**src/rtl/mult_seq_param.sv**
```systemverilog
// Parametrised sequential multiply / multiply-accumulate unit.
// One shifted A_CHUNK x B_CHUNK partial product is added per cycle under a start/busy/done handshake.
module mult_seq_param #(
  parameter int A_WIDTH = 32,
  parameter int B_WIDTH = 32,
  parameter int A_CHUNK = 8,
  parameter int B_CHUNK = 16
) (
  input  logic                       clk,
  input  logic                       reset,
  input  logic                       start,
  input  logic                       accumulate,
  input  logic [A_WIDTH-1:0]         a,
  input  logic [B_WIDTH-1:0]         b,
  output logic                       busy,
  output logic                       done,
  output logic [A_WIDTH+B_WIDTH-1:0] product
);

  localparam int NA      = A_WIDTH / A_CHUNK;
  localparam int NB      = B_WIDTH / B_CHUNK;
  localparam int NPP     = NA * NB;
  localparam int P_WIDTH = A_WIDTH + B_WIDTH;
  localparam int PP_W    = A_CHUNK + B_CHUNK;
  localparam int IA_W    = (NA > 1) ? $clog2(NA) : 1;
  localparam int IB_W    = (NB > 1) ? $clog2(NB) : 1;

  localparam logic [IA_W-1:0] IA_LAST = IA_W'(NA - 1);
  localparam logic [IB_W-1:0] IB_LAST = IB_W'(NB - 1);

  if ((A_WIDTH % A_CHUNK) != 0) begin : g_bad_a_chunk
    $error("mult_seq_param: A_WIDTH must be a multiple of A_CHUNK");
  end
  if ((B_WIDTH % B_CHUNK) != 0) begin : g_bad_b_chunk
    $error("mult_seq_param: B_WIDTH must be a multiple of B_CHUNK");
  end
  if (NPP < 1) begin : g_bad_npp
    $error("mult_seq_param: at least one partial product is required");
  end

  typedef enum logic [1:0] {
    S_IDLE = 2'd0,
    S_CALC = 2'd1,
    S_DONE = 2'd2
  } state_t;

  state_t               state;
  state_t               state_nxt;
  logic [IA_W-1:0]      ia;
  logic [IB_W-1:0]      ib;
  logic [A_WIDTH-1:0]   a_lat;
  logic [B_WIDTH-1:0]   b_lat;
  logic [P_WIDTH-1:0]   pp_shift_p0;
  logic                 last_pp;
  logic                 accept;

  // Unsigned chunk product, zero-extended to the full result width and placed at its weight.
  function automatic logic [P_WIDTH-1:0] partial_product(
    input logic [A_WIDTH-1:0] op_a,
    input logic [B_WIDTH-1:0] op_b,
    input int                 ia_i,
    input int                 ib_i
  );
    logic [A_CHUNK-1:0] a_slice;
    logic [B_CHUNK-1:0] b_slice;
    logic [PP_W-1:0]    pp;
    a_slice = A_CHUNK'(op_a >> (ia_i * A_CHUNK));
    b_slice = B_CHUNK'(op_b >> (ib_i * B_CHUNK));
    pp      = PP_W'(a_slice) * PP_W'(b_slice);
    return P_WIDTH'(pp) << (ia_i * A_CHUNK + ib_i * B_CHUNK);
  endfunction

  assign pp_shift_p0 = partial_product(a_lat, b_lat, int'(ia), int'(ib));
  assign last_pp     = (ia == IA_LAST) && (ib == IB_LAST);
  assign accept      = start && ((state == S_IDLE) || (state == S_DONE));

  always_ff @(posedge clk) begin
    if (!reset) begin
      state <= S_IDLE;
    end else begin
      state <= state_nxt;
    end
  end

  always_comb begin
    state_nxt = state;
    case (state)
      S_IDLE:  if (start) state_nxt = S_CALC;
      S_CALC:  if (last_pp) state_nxt = S_DONE;
      S_DONE:  state_nxt = start ? S_CALC : S_IDLE;
      default: state_nxt = S_IDLE;
    endcase
  end

  always_comb begin
    busy = (state == S_CALC);
    done = (state == S_DONE);
  end

  // Operand capture: only meaningful once a start is accepted, so no reset needed.
  always_ff @(posedge clk) begin
    if (accept) begin
      a_lat <= a;
      b_lat <= b;
    end
  end

  // Accumulator and slice counters; ia runs fastest, ib advances when ia wraps.
  always_ff @(posedge clk) begin
    if (!reset) begin
      product <= '0;
      ia      <= '0;
      ib      <= '0;
    end else if (accept) begin
      if (!accumulate) product <= '0;
      ia <= '0;
      ib <= '0;
    end else if (state == S_CALC) begin
      product <= product + pp_shift_p0;
      if (ia == IA_LAST) begin
        ia <= '0;
        ib <= (ib == IB_LAST) ? '0 : ib + 1'b1;
      end else begin
        ia <= ia + 1'b1;
      end
    end
  end

endmodule

```
**config.mk**
```make
export PLATFORM = sky130hd
export DESIGN_NAME = mult_seq_param
export DESIGN_NICKNAME = d
export VERILOG_FILES = /design/src/rtl/mult_seq_param.sv
export SDC_FILE = /design/constraint.sdc
export NUM_CORES = 1
export LEC_CHECK = 0
export BUFFER_PORTS_ARGS = -buffer_cell sky130_fd_sc_hd__buf_2
export CAP_MARGIN = 15
export CORE_UTILIZATION = 54
export CTS_CLUSTER_DIAMETER = 120
export DETAILED_ROUTE_END_ITERATION = 10
export PLACE_DENSITY = 0.77
export SETUP_SLACK_MARGIN = 0.4
export SLEW_MARGIN = 20
export SYNTH_ARGS = -nofsm -noshare
export SYNTH_HDL_FRONTEND = slang
export SYNTH_SLANG_ARGS = --single-unit
```
**constraint.sdc**
```tcl
create_clock -name clk -period 8.44 [get_ports clk]
set_input_delay 0.844 -clock clk [delete_from_list [all_inputs] [get_ports clk]]
set_output_delay 0.844 -clock clk [all_outputs]
set_load 0.01 [all_outputs]
```
==> results of run 1 <==
[critical path: cells and delay by family, from the launching register on]
kind                       cells  cell delay (ns)
adders and majority gates      6             2.90
AOI/OAI and AO/OA             13             1.95
and+or+nand+nor                7             1.87
buffers and inverters          6             0.75
DFF                            1             0.41
xor gates and xnor gates       2             0.39
muxes                          1             0.34
[stage by stage]
| stage | instances | TNS (ns) |
|---|---|---|
| finish | 2130 | -3.57 |
| global route | 2129 | -9.31 |
| CTS | 2081 | 0 |
| detailed placement | 2021 | -0.636 |
| global placement | 2021 | 0 |
| floorplan | 1494 | 0 |
[kinds of logic (layout without fill, tap and decap cells)]
family	after synthesis	count (layout)
AO/OA/AOI/OAI	395	396
XOR/XNOR	76	76
adder cells (fa/ha/maj)	194	194
buffers and inverters	200	515
flip-flops	133	133
multiplexers	40	40
other	0	1
AND/OR/NAND/NOR	456	456
[cell usage in the layout (no fill, tap or decap), types with 21 or more instances in the layout]
| master | Yosys | layout |
|---|---|---|
| sky130_fd_sc_hd__xnor2_1 | 51 | 46 |
| sky130_fd_sc_hd__ha_1 | 109 | 92 |
| sky130_fd_sc_hd__nor2_1 | 186 | 174 |
| sky130_fd_sc_hd__a21o_1 | 44 | 44 |
| sky130_fd_sc_hd__a21oi_1 | 85 | 71 |
| sky130_fd_sc_hd__buf_4 | 2 | 184 |
| sky130_fd_sc_hd__dfxtp_1 | 69 | 68 |
| sky130_fd_sc_hd__buf_6 | 3 | 23 |
| sky130_fd_sc_hd__inv_1 | 132 | 127 |
| sky130_fd_sc_hd__xor2_1 | 25 | 24 |
| sky130_fd_sc_hd__o21ai_1 | 26 | 29 |
| sky130_fd_sc_hd__buf_2 | 5 | 133 |
| sky130_fd_sc_hd__fa_1 | 85 | 76 |
| sky130_fd_sc_hd__o21ai_0 | 94 | 69 |
| sky130_fd_sc_hd__nand2_1 | 135 | 131 |
| sky130_fd_sc_hd__mux2i_1 | 28 | 21 |
| sky130_fd_sc_hd__edfxtp_1 | 64 | 64 |
[metal layers]
metal  track usage, %  part of all wire, %  vias up
met1             44.2                   40     6189
met5                0                    0        -
li1                 -                    -     5815
met2             50.5                   46      700
met3             7.23                  9.6      172
met4             13.2                  4.8        0
[power by group through the flow]
stage	Clock, µW	Combinational [µW]	Sequential [µW]
after floorplan	0	3300	788
after global routing	845	7320	780
after detailed placement	0	5120	785
final	819	6890	776
after CTS	816	5630	773
after global placement	0	5080	783
[worst max-delay path by stage]
stage,slack [ns],end,cells after the start,from
3_5_place_dp,-0.14,product[62],38,ia[0]
3_3_place_gp,0.01,product[59],36,ia[0]
6_report,-0.34,product[58],35,ia[0]
2_1_floorplan,0.41,product[56],37,ia[0]
4_1_cts,0.11,product[62],36,ia[0]
5_1_grt,-0.56,product[63],41,ia[0]
[flip-flops by register name, summed over array words and instances, names as in the netlist]
name	flops
a_lat	32
b_lat	32
ia	2
state	2
ib	1
product	64
[timing repair]
action | 4_1_cts | 5_1_grt
pin swaps | 23 | 100
endpoints found under the setup margin | 28 | 37
cloned | 2 | 1
gates resized for setup | 61 | 155
setup buffers | 26 | 47
[cell type report]
type	count	area [µm²]	area share, %
multi-input cells	1162	9830	57.3
inverters	134	503	2.94
well taps	319	399	2.33
repair buffers	349	2490	14.6
clock buffers	17	425	2.48
clock inverters	15	178	1.04
diodes	1	2.50	0.0146
flip-flops and latches	133	3310	19.3
==> implementation parameters, run 1 <==
Parameter                              Value

Outcome
  Outcome    finished with violations
  Failing checks    negative setup slack

Routing
  Iteration-0 DRC count of the detailed router    between 1000 and 1500
  DRT antenna net count    0
  Remaining routing DRC violations    0
  Vias post-DR    between 10000 and 15000
  Per-cell routed wire length    between 20 and 25 µm
  DR pass1 iterations    8
  Via density per instance    between 6 and 7
  Total detailed-routing wirelength    around 43000 µm

Timing
  Worst hold slack    around 0.47 ns
  Max transition margin    43.1%
  Clock tree skew after final layout    about 0.023 ns
  Final-report max-slew violation count    0
  Setup repair after global routing missed its margin    true
  Final worst-path setup slack    -0.336 ns
  Final critical delay including setup and external delays    8.78 ns
  Actual slew at the worst max-slew pin    about 0.85 ns
  Setup-violating endpoint count in the final report    19
  Count of final hold-check violations    0
  Final period utilization    104%
  Maximum clock frequency    approximately 110 MHz

Floorplanning
  Die Width    157 µm
  Initial Util    between 50% and 60%
  Area of the die    roughly 25000 µm²
  Area of the core    23500 µm²
  Row count    56
  Total I/O pin count    between 100 and 150
  Die extent in y    between 150 and 200 µm

Placed design
  Placement-stage cell area    between 10000 and 15000 µm²
  Global placer's final weighted congestion    between 0.9 and 1
  Worst slack at placement    -0.135 ns
  Count of input and output buffers    around 130
  HPWL Detailed    28900 µm

Setup path
  Worst reg2reg path startpoint    ia[0]
  FF-to-FF End    product[58]
  Critical path class    reg -> reg
  Max incr delay on CP    approximately 0.68 ns
  Setup crit end kind    flip-flop
  Setup slack of the worst register-to-register path    -0.34 ns
  Number of cells on the worst reg-to-reg path    35
  Required time worst endpoint    8.76 ns
  Worst setup SP type    flip-flop
  Data arrival time of the worst path    just over 9 ns
  Slowest stage cell, crit path    sky130_fd_sc_hd__fa_1
  Crit Path Max Fanout    6

Logic synthesis
  Combinational family with the most area after synthesis    adder cells
  Number of instances in the synthesized netlist    roughly 1500
  Share of the synthesized area in compound gates (AO/OA/AOI/OAI)    20.3%
  Asr flop ratio synth    0%
  Fraction of synthesized cell area in xor and xnor cells    5.16%
  Area share of the largest cell type after synthesis    between 10 and 15%
  Largest cells by area after synthesis    sky130_fd_sc_hd__edfxtp_1 15%, sky130_fd_sc_hd__fa_1 13%, sky130_fd_sc_hd__dfxtp_1 11%, sky130_fd_sc_hd__ha_1 11%, sky130_fd_sc_hd__nor2_1 5.4%
  Number of distinct library cells after synthesis    just over 80
  Mux share of post-synthesis cell area    approximately 3.2%
  Post-synthesis average cell area    8.64 µm²
  Synth warn    0
  Post-synthesis net count    between 1500 and 2000
  Number of synthesized register bits    133
  Cell accounting for the most synthesized area    sky130_fd_sc_hd__edfxtp_1
  Synthesized-area fraction occupied by and/or/nand/nor cells    between 15 and 20%
  Sequential cell area fraction in the yosys report    between 20% and 30%
  Adder and majority cell fraction of the synthesized area    around a quarter
  Most frequently used flop master after synthesis    sky130_fd_sc_hd__dfxtp_1
  EDFF count, synth    64
  Total standard cell area after synthesis    12900 µm²
  Most used standard cell by instance count after synthesis    sky130_fd_sc_hd__nor2_1
  Most used standard cells in the synthesized netlist    186 x sky130_fd_sc_hd__nor2_1, 135 x sky130_fd_sc_hd__nand2_1, 132 x sky130_fd_sc_hd__inv_1

Final layout
  Fillers    1623
  Share of final-layout standard cells stronger than drive strength 1    between 30% and 40%
  Post-layout utilization of the core    73.0%
  Post-route standard cell area excluding fillers    roughly 17000 µm²
  Area growth from synthesis to layout    32.7%
  Nets    slightly above 2000

Clock network
  Clock latency at the later pin of the worst-skew pair    around 0.46 ns
  CTS max path bufs    2
  Clock slew seen by the registers of the worst setup and hold paths    0.08 ns
  Cts hold-fix bufs    0
  CTS root buf    sky130_fd_sc_hd__clkbuf_16
  Number of buffers inserted during clock tree synthesis    17
  Count of H-tree levels built during CTS    4
  CTS tree    yes
  Number of clock sinks    133

Power
  Flop pwr share    a little under a tenth
  Clock Power Share    9.7%
  Part of the total power dissipated in combinational logic    a little over 80%
  Sw Ratio    48.9%
  Static leakage power    between 0.007 and 0.008 µW
  Largest voltage drop on the vdd net    0.000376 V
  Internal power consumption    around 4300 µW
  Switching power    4140 µW
  Final Total Pwr    8480 µW
  PwrDens    495 nW/µm²

Run
  Reported max-cap violation count    0

Global routing
  Antenna violations before repair    1
  Wire length of the first global-routing pass    ~60000 µm
  Global route overflow    0
  Maximum number of pins on one net before global-route repair    67
  Via count of the first global-routing pass    ~12000
  Global Route Usage Sum    32.7%

Worst hold path
  Source of the worst hold timing path    product[40]
  End point of the most critical hold path    product[40]
  Min-Delay Path Class    reg -> reg
  Depth of the worst hold-timing path    2
Note: power is estimated with default switching activity, not from simulation.
==> inputs of run 2 (changes only) <==
- BUFFER_PORTS_ARGS: -buffer_cell sky130_fd_sc_hd__buf_2 -> unset
- DONT_BUFFER_PORTS: unset -> 1
- PLACE_DENSITY: 0.77 -> 0.72
==> run 2 against run 1 <==
  * The run now ends clean
  * Maximum frequency grew 5.7%
  * Count of clock-buffer cells in the layout unchanged
  * Hold slack better by 0.012 ns
  * Clock skew decreased by 0.0078 ns
  * Core utilization decreased by 4.0 points
  * Register-to-register slack better by 0.48 ns
  * Flip-flop and latch count did not move
  * Critical path depth did not move
  * Combinational power fell by 6.2%
  * Power shrank 5.1%
  * Critical endpoint is now product[56]
  * Largest power group unchanged
==> implementation parameters, run 2 (same netlist as run 1, synthesis figures left out) <==
Parameter                              Value

Power
  Internal power consumption    4080 µW (was 4340 µW)
  Sw Ratio    49.3% (was 48.9%)
  Switching power    3970 µW (was 4140 µW)
  Static leakage power    0.00690 µW (was 0.00777 µW)
  PwrDens    497 nW/µm² (was 495 nW/µm²)
  Part of the total power dissipated in combinational logic    80.3% (was 81.2%)
  Largest voltage drop on the vdd net    0.000408 V (was 0.000376 V)
  Flop pwr share    9.9% (was 9.1%)
  Clock Power Share    9.9% (was 9.7%)

Routing
  Via density per instance    6.00 (was 6.05)
  Total detailed-routing wirelength    39700 µm (was 43100 µm)
  DR pass1 iterations    6 (was 8)
  Per-cell routed wire length    20.2 µm (about the same)
  Iteration-0 DRC count of the detailed router    970 (was 1075)
  Vias post-DR    11800 (was 12900)
  DRT antenna net count    0 (unchanged)
  Remaining routing DRC violations    0 (unchanged)

Final layout
  Reg with most FFs    product (unchanged)
  Area growth from synthesis to layout    25.5% (was 32.7%)
  Flip-flop count of the largest register after layout    64 (unchanged)
  Share of final-layout standard cells stronger than drive strength 1    25.7% (was 31.9%)
  Commonest cells after routing, fill and taps aside    170 x sky130_fd_sc_hd__nor2_1, 156 x sky130_fd_sc_hd__buf_4, 131 x sky130_fd_sc_hd__nand2_1 (was 184 x sky130_fd_sc_hd__buf_4, 174 x sky130_fd_sc_hd__nor2_1, 133 x sky130_fd_sc_hd__buf_2)
  Largest regs    product x64, a_lat x32, b_lat x32 (unchanged)
  Multi-input gate area    9830 µm² (about the same)
  Sequential Area    3310 µm² (about the same)
  Nets    1892 (was 2059)
  Fillers    1823 (was 1623)
  Most common cell after layout, fill and taps aside    sky130_fd_sc_hd__nor2_1 (was sky130_fd_sc_hd__buf_4)

Worst hold path
  Source of the worst hold timing path    b[27] (was product[40])
  Min-Delay Path Class    in -> reg (was reg -> reg)

Global routing
  Maximum number of pins on one net before global-route repair    67 (unchanged)
  Wire length of the first global-routing pass    59400 µm (was 61600 µm)
  Global route overflow    0 (unchanged)
  Antenna violations before repair    2 (was 1)
  Global Route Usage Sum    31.8% (was 32.7%)
  Via count of the first global-routing pass    11200 (was 11900)

Timing
  Total Neg Setup Slack    0 ns (was -3.57 ns)
  Actual slew at the worst max-slew pin    0.865 ns (was 0.854 ns)
  Final period utilization    98.3% (was 104%)
  Count of final hold-check violations    0 (unchanged)
  Setup repair after global routing missed its margin    true (unchanged)
  Setup-violating endpoint count in the final report    0 (was 19)
  Clock tree skew after final layout    0.0153 ns (was 0.0230 ns)
  Final critical delay including setup and external delays    8.30 ns (was 8.78 ns)
  Worst hold slack    0.487 ns (was 0.475 ns)
  Final worst-path setup slack    0.140 ns (was -0.336 ns)
  Maximum clock frequency    120 MHz (was 114 MHz)
  Final-report max-slew violation count    0 (unchanged)
  Max transition margin    42.3% (was 43.1%)

Clock network
  Count of H-tree levels built during CTS    4 (unchanged)
  CTS max path bufs    2 (unchanged)
  Clock slew seen by the registers of the worst setup and hold paths    0.08 ns (about the same)
  CTS tree    yes (unchanged)
  CTS root buf    sky130_fd_sc_hd__clkbuf_16 (unchanged)
  Cts hold-fix bufs    0 (unchanged)
  Number of buffers inserted during clock tree synthesis    17 (unchanged)
  Number of clock sinks    133 (unchanged)
  Clock latency at the later pin of the worst-skew pair    0.45 ns (was 0.46 ns)

Outcome
  Outcome    completed (was finished with violations)

Floorplanning
  Area of the die    24500 µm² (unchanged)
  Area of the core    23500 µm² (unchanged)
  Die Width    157 µm (unchanged)
  Total I/O pin count    134 (unchanged)
  Row count    56 (unchanged)
  Die extent in y    157 µm (unchanged)
  Initial Util    55.0% (unchanged)

Run
  Reported max-cap violation count    0 (unchanged)

Setup path
  Data arrival time of the worst path    8.63 ns (was 9.09 ns)
  Max incr delay on CP    0.54 ns (was 0.68 ns)
  Dominant cell type by count on the critical path    sky130_fd_sc_hd__fa_1
  Slowest stage cell, crit path    sky130_fd_sc_hd__fa_1 (unchanged)
  Cell family contributing the most delay on the critical path    compound AO/OA/AOI/OAI gates (was adder cells)
  Crit Path Max Fanout    7 (was 6)
  Worst setup SP type    flip-flop (unchanged)
  Worst reg2reg path startpoint    ia[0] (unchanged)
  Launch point of the worst path    ia[0] (unchanged)
  Bufs and invs on worst path    6 (unchanged)
  Required time worst endpoint    8.77 ns (was 8.76 ns)
  Setup crit end kind    flip-flop (unchanged)
  Critical path class    reg -> reg (unchanged)

Placed design
  Worst slack at placement    -0.354 ns (was -0.135 ns)
  Global placer's final weighted congestion    0.941 (was 0.985)
  Count of input and output buffers    0 (was 133)
  HPWL Detailed    28700 µm (was 28900 µm)
==> run 2: changes by cell type in the layout (fill, tap and decap cells not counted), sizes merged <==
cell | previous run | this run
bufinv | 2 | 1
clkinvlp | 0 | 1
o21ai | 123 | 122
clkbuf | 18 | 17
diode | 1 | 2
buf | 348 | 183
==> run 2: per-layer routing <==
layer  global-route usage (%)  part of all wire [%]  vias up
met5                        0                     0        -
met4                     11.2                   3.1        0
met3                     9.58                   9.1       94
met2                     49.4                    46      512
met1                     41.8                    41     5693
li1                         -                     -     5481
==> run 2: power by group through the flow <==
stage / Clock (µW) / Combinational, µW / Sequential, µW
floorplan: 0 / 3300 / 788
global placement: 0 / 5000 / 802
detailed placement: 0 / 5000 / 805
CTS: 803 / 5430 / 792
global route: 825 / 6900 / 799
finish: 796 / 6460 / 793
==> run 2: stage by stage <==
stage          instances  util, %  power [µW]  cell area, µm²
6_report            1964     69.0        8040           16200
5_1_grt             1963     69.0        8520           16200
4_1_cts             1938     65.4        7030           15400
3_5_place_dp        1867     60.1        5800           14100
3_3_place_gp        1867     60.1        5810           14100
2_1_floorplan       1494        -        4090           13200
==> run 2: path summary, 6_finish.rpt <==
| path | cells past startpoint | endpoint | slack (ns) |
|---|---|---|---|
| worst max-delay path | 35 | product[56] | 0.14 |
| worst min-delay path | 0 | b_lat[27] | 0.49 |
| worst max register to register | 35 | product[56] | 0.14 |
| worst min register to register | 2 | product[61] | 0.52 |
==> run 2: area by class of cell <==
| class | count | share of cell area, % |
|---|---|---|
| Antenna cell | 2 | 0.0309 |
| Clock buffer | 17 | 2.63 |
| Sequential cell | 133 | 20.4 |
| Timing Repair Buffer | 183 | 9.59 |
| Tap cell | 319 | 2.46 |
| Clock inverter | 15 | 1.09 |
| Multi-Input combinational cell | 1161 | 60.7 |
| Inverter | 134 | 3.10 |
==> run 2: what timing repair did <==
item / CTS / global route
buffers inserted: 39 / 24
pin swaps: 61 / 77
endpoints found under the setup margin: 36 / 36
gates resized for setup: 79 / 130
==> inputs of run 3 (changes only) <==
- ABC_CLOCK_PERIOD_IN_PS: unset -> 8440
- CORE_UTILIZATION: 54 -> 55
- PLACE_DENSITY: 0.72 -> 0.73
==> run 3 against run 2 <==
  * Flip-flop and latch count is the same
  * Critical path depth is the same
  * Via count grew 0.84%
  * Critical endpoint is now product[62]
==> implementation parameters, run 3 (same netlist as run 1, synthesis figures left out) <==
Parameter                              Value

Final layout
  Reg with most FFs    product (unchanged)
  Area growth from synthesis to layout    25.5% (about the same)
  Most common cell after layout, fill and taps aside    sky130_fd_sc_hd__nor2_1 (unchanged)
  Flip-flop count of the largest register after layout    64 (unchanged)
  Nets    1890 (was 1892)
  Fillers    1696 (was 1823)
  Final cell count without fillers    1956 (was 1964)
  Commonest cells after routing, fill and taps aside    171 x sky130_fd_sc_hd__nor2_1, 153 x sky130_fd_sc_hd__buf_4, 132 x sky130_fd_sc_hd__nand2_1 (was 170 x sky130_fd_sc_hd__nor2_1, 156 x sky130_fd_sc_hd__buf_4, 131 x sky130_fd_sc_hd__nand2_1)
  Largest regs    product x64, a_lat x32, b_lat x32 (unchanged)
  Post-layout utilization of the core    70.9% (was 69.0%)
  Share of final-layout standard cells stronger than drive strength 1    25.0% (was 25.7%)
  Post-route standard cell area excluding fillers    16200 µm² (about the same)
  Sequential Area    3310 µm² (unchanged)
  Multi-input gate area    9810 µm² (was 9830 µm²)

Global routing
  Global route overflow    0 (unchanged)
  Via count of the first global-routing pass    11400 (was 11200)
  Maximum number of pins on one net before global-route repair    54 (was 67)
  Wire length of the first global-routing pass    61200 µm (was 59400 µm)
  Antenna violations before repair    2 (unchanged)
  Global Route Usage Sum    32.8% (was 31.8%)

Setup path
  Critical path class    reg -> reg (unchanged)
  Data arrival time of the worst path    8.50 ns (was 8.63 ns)
  Required time worst endpoint    8.75 ns (was 8.77 ns)
  Dominant cell type by count on the critical path    sky130_fd_sc_hd__fa_1 (unchanged)
  FF-to-FF End    product[62] (was product[56])
  Worst setup SP type    flip-flop (unchanged)
  Setup crit end kind    flip-flop (unchanged)
  Crit Path Max Fanout    5 (was 7)
  Slowest stage cell, crit path    sky130_fd_sc_hd__fa_1 (unchanged)
  Worst reg2reg path startpoint    ia[0] (unchanged)
  Number of cells on the worst reg-to-reg path    35 (unchanged)
  Max incr delay on CP    0.52 ns (was 0.54 ns)
  Setup slack of the worst register-to-register path    0.24 ns (was 0.14 ns)

Placed design
  Count of input and output buffers    0 (unchanged)
  Global placer's final weighted congestion    0.973 (was 0.941)
  Dpl cells    1861 (was 1867)
  HPWL Detailed    28200 µm (was 28700 µm)
  Placement-stage cell area    14100 µm² (about the same)

Floorplanning
  Area of the die    24100 µm² (was 24500 µm²)
  Area of the core    22800 µm² (was 23500 µm²)
  Row count    55 (was 56)
  Die Width    155 µm (was 157 µm)
  Die extent in y    155 µm (was 157 µm)
  Total I/O pin count    134 (unchanged)
  Initial Util    56.5% (was 55.0%)

Clock network
  Count of H-tree levels built during CTS    4 (unchanged)
  Number of buffers inserted during clock tree synthesis    17 (unchanged)
  Clock slew seen by the registers of the worst setup and hold paths    0.08 ns (about the same)
  Number of clock sinks    133 (unchanged)
  CTS tree    yes (unchanged)
  CTS root buf    sky130_fd_sc_hd__clkbuf_16 (unchanged)
  CTS max path bufs    2 (unchanged)
  Cts hold-fix bufs    0 (unchanged)
  Clock latency at the later pin of the worst-skew pair    0.45 ns (about the same)

Worst hold path
  Depth of the worst hold-timing path    0 (unchanged)
  End point of the most critical hold path    b_lat[24] (was b_lat[27])
  Source of the worst hold timing path    b[24] (was b[27])
  Min-Delay Path Class    in -> reg (unchanged)

Routing
  Via density per instance    6.07 (was 6.00)
  Iteration-0 DRC count of the detailed router    990 (was 970)
  Vias post-DR    11900 (was 11800)
  Remaining routing DRC violations    0 (unchanged)
  DR pass1 iterations    7 (was 6)
  DRT antenna net count    0 (unchanged)
  Per-cell routed wire length    20.4 µm (was 20.2 µm)
  Total detailed-routing wirelength    40000 µm (was 39700 µm)

Timing
  Count of final hold-check violations    0 (unchanged)
  Actual slew at the worst max-slew pin    0.818 ns (was 0.865 ns)
  Setup-violating endpoint count in the final report    0 (unchanged)
  Total Neg Setup Slack    0 ns (unchanged)
  Maximum clock frequency    122 MHz (was 120 MHz)
  Clock tree skew after final layout    0.0129 ns (was 0.0153 ns)
  Max transition margin    45.4% (was 42.3%)
  Final period utilization    97.1% (was 98.3%)
  Final-report max-slew violation count    0 (unchanged)
  Setup repair after global routing missed its margin    true (unchanged)
  Final critical delay including setup and external delays    8.20 ns (was 8.30 ns)

Run
  Reported max-cap violation count    0 (unchanged)

Outcome
  Outcome    completed (unchanged)
==> run 3: what timing repair did <==
action	4_1_cts	5_1_grt
endpoints found under the setup margin	29	31
gates cloned	1	0
pin swaps	54	63
hold endpoints to repair	0	0
resized for setup	114	86
setup buffers	36	24
==> run 3: worst max path at each step <==
| stage | startpoint | to | slack (ns) | cells past startpoint |
|---|---|---|---|---|
| 2_1_floorplan | ia[0] | product[56] | 0.41 | 37 |
| 3_3_place_gp | ib | product[63] | -0.11 | 35 |
| 3_5_place_dp | ia[0] | product[63] | -0.19 | 35 |
| 4_1_cts | ia[0] | product[61] | 0.37 | 37 |
| 5_1_grt | ia[0] | product[61] | -0.02 | 39 |
| 6_report | ia[0] | product[62] | 0.24 | 35 |
==> run 3: area by class of cell <==
type,instances,share of cell area (%)
inverter,134,3.10
antenna,2,0.0309
tap,313,2.42
sequential,133,20.4
clock buffer,17,2.63
timing repair buffer,181,9.70
clock inverter,15,1.17
multi-input combinational,1161,60.5
==> run 3: routing by layer <==
metal / vias up / global-route usage [%] / part of all wire [%]
met2: 587 / 51.5 / 45
li1: 5488 / - / -
met4: 0 / 13.1 / 4.2
met3: 134 / 8.77 / 9.7
met5: - / 0 / 0
met1: 5670 / 42.9 / 41
==> run 3: critical path: cells and delay by family (launching register included) <==
kind	cells	cell delay (ns)
adders and majority gates	6	2.54
AOI/OAI and AO/OA	14	2.37
and+or+nand+nor	7	1.64
buffers and inverters	5	0.54
DFF	1	0.41
muxes	1	0.31
xor gates and xnor gates	2	0.27
==> run 3: stage by stage <==
stage | hold slack (ns) | setup WS [ns]
detailed placement | 0.519 | -0.191
global placement | 0.505 | -0.109
global route | 0.478 | -0.0224
finish | 0.485 | 0.243
CTS | 0.479 | 0.372
floorplan | 0.485 | 0.406
Power of run 3 is not shown: default switching activity piles up to over one toggle a cycle in this logic, so the estimate is an artifact.
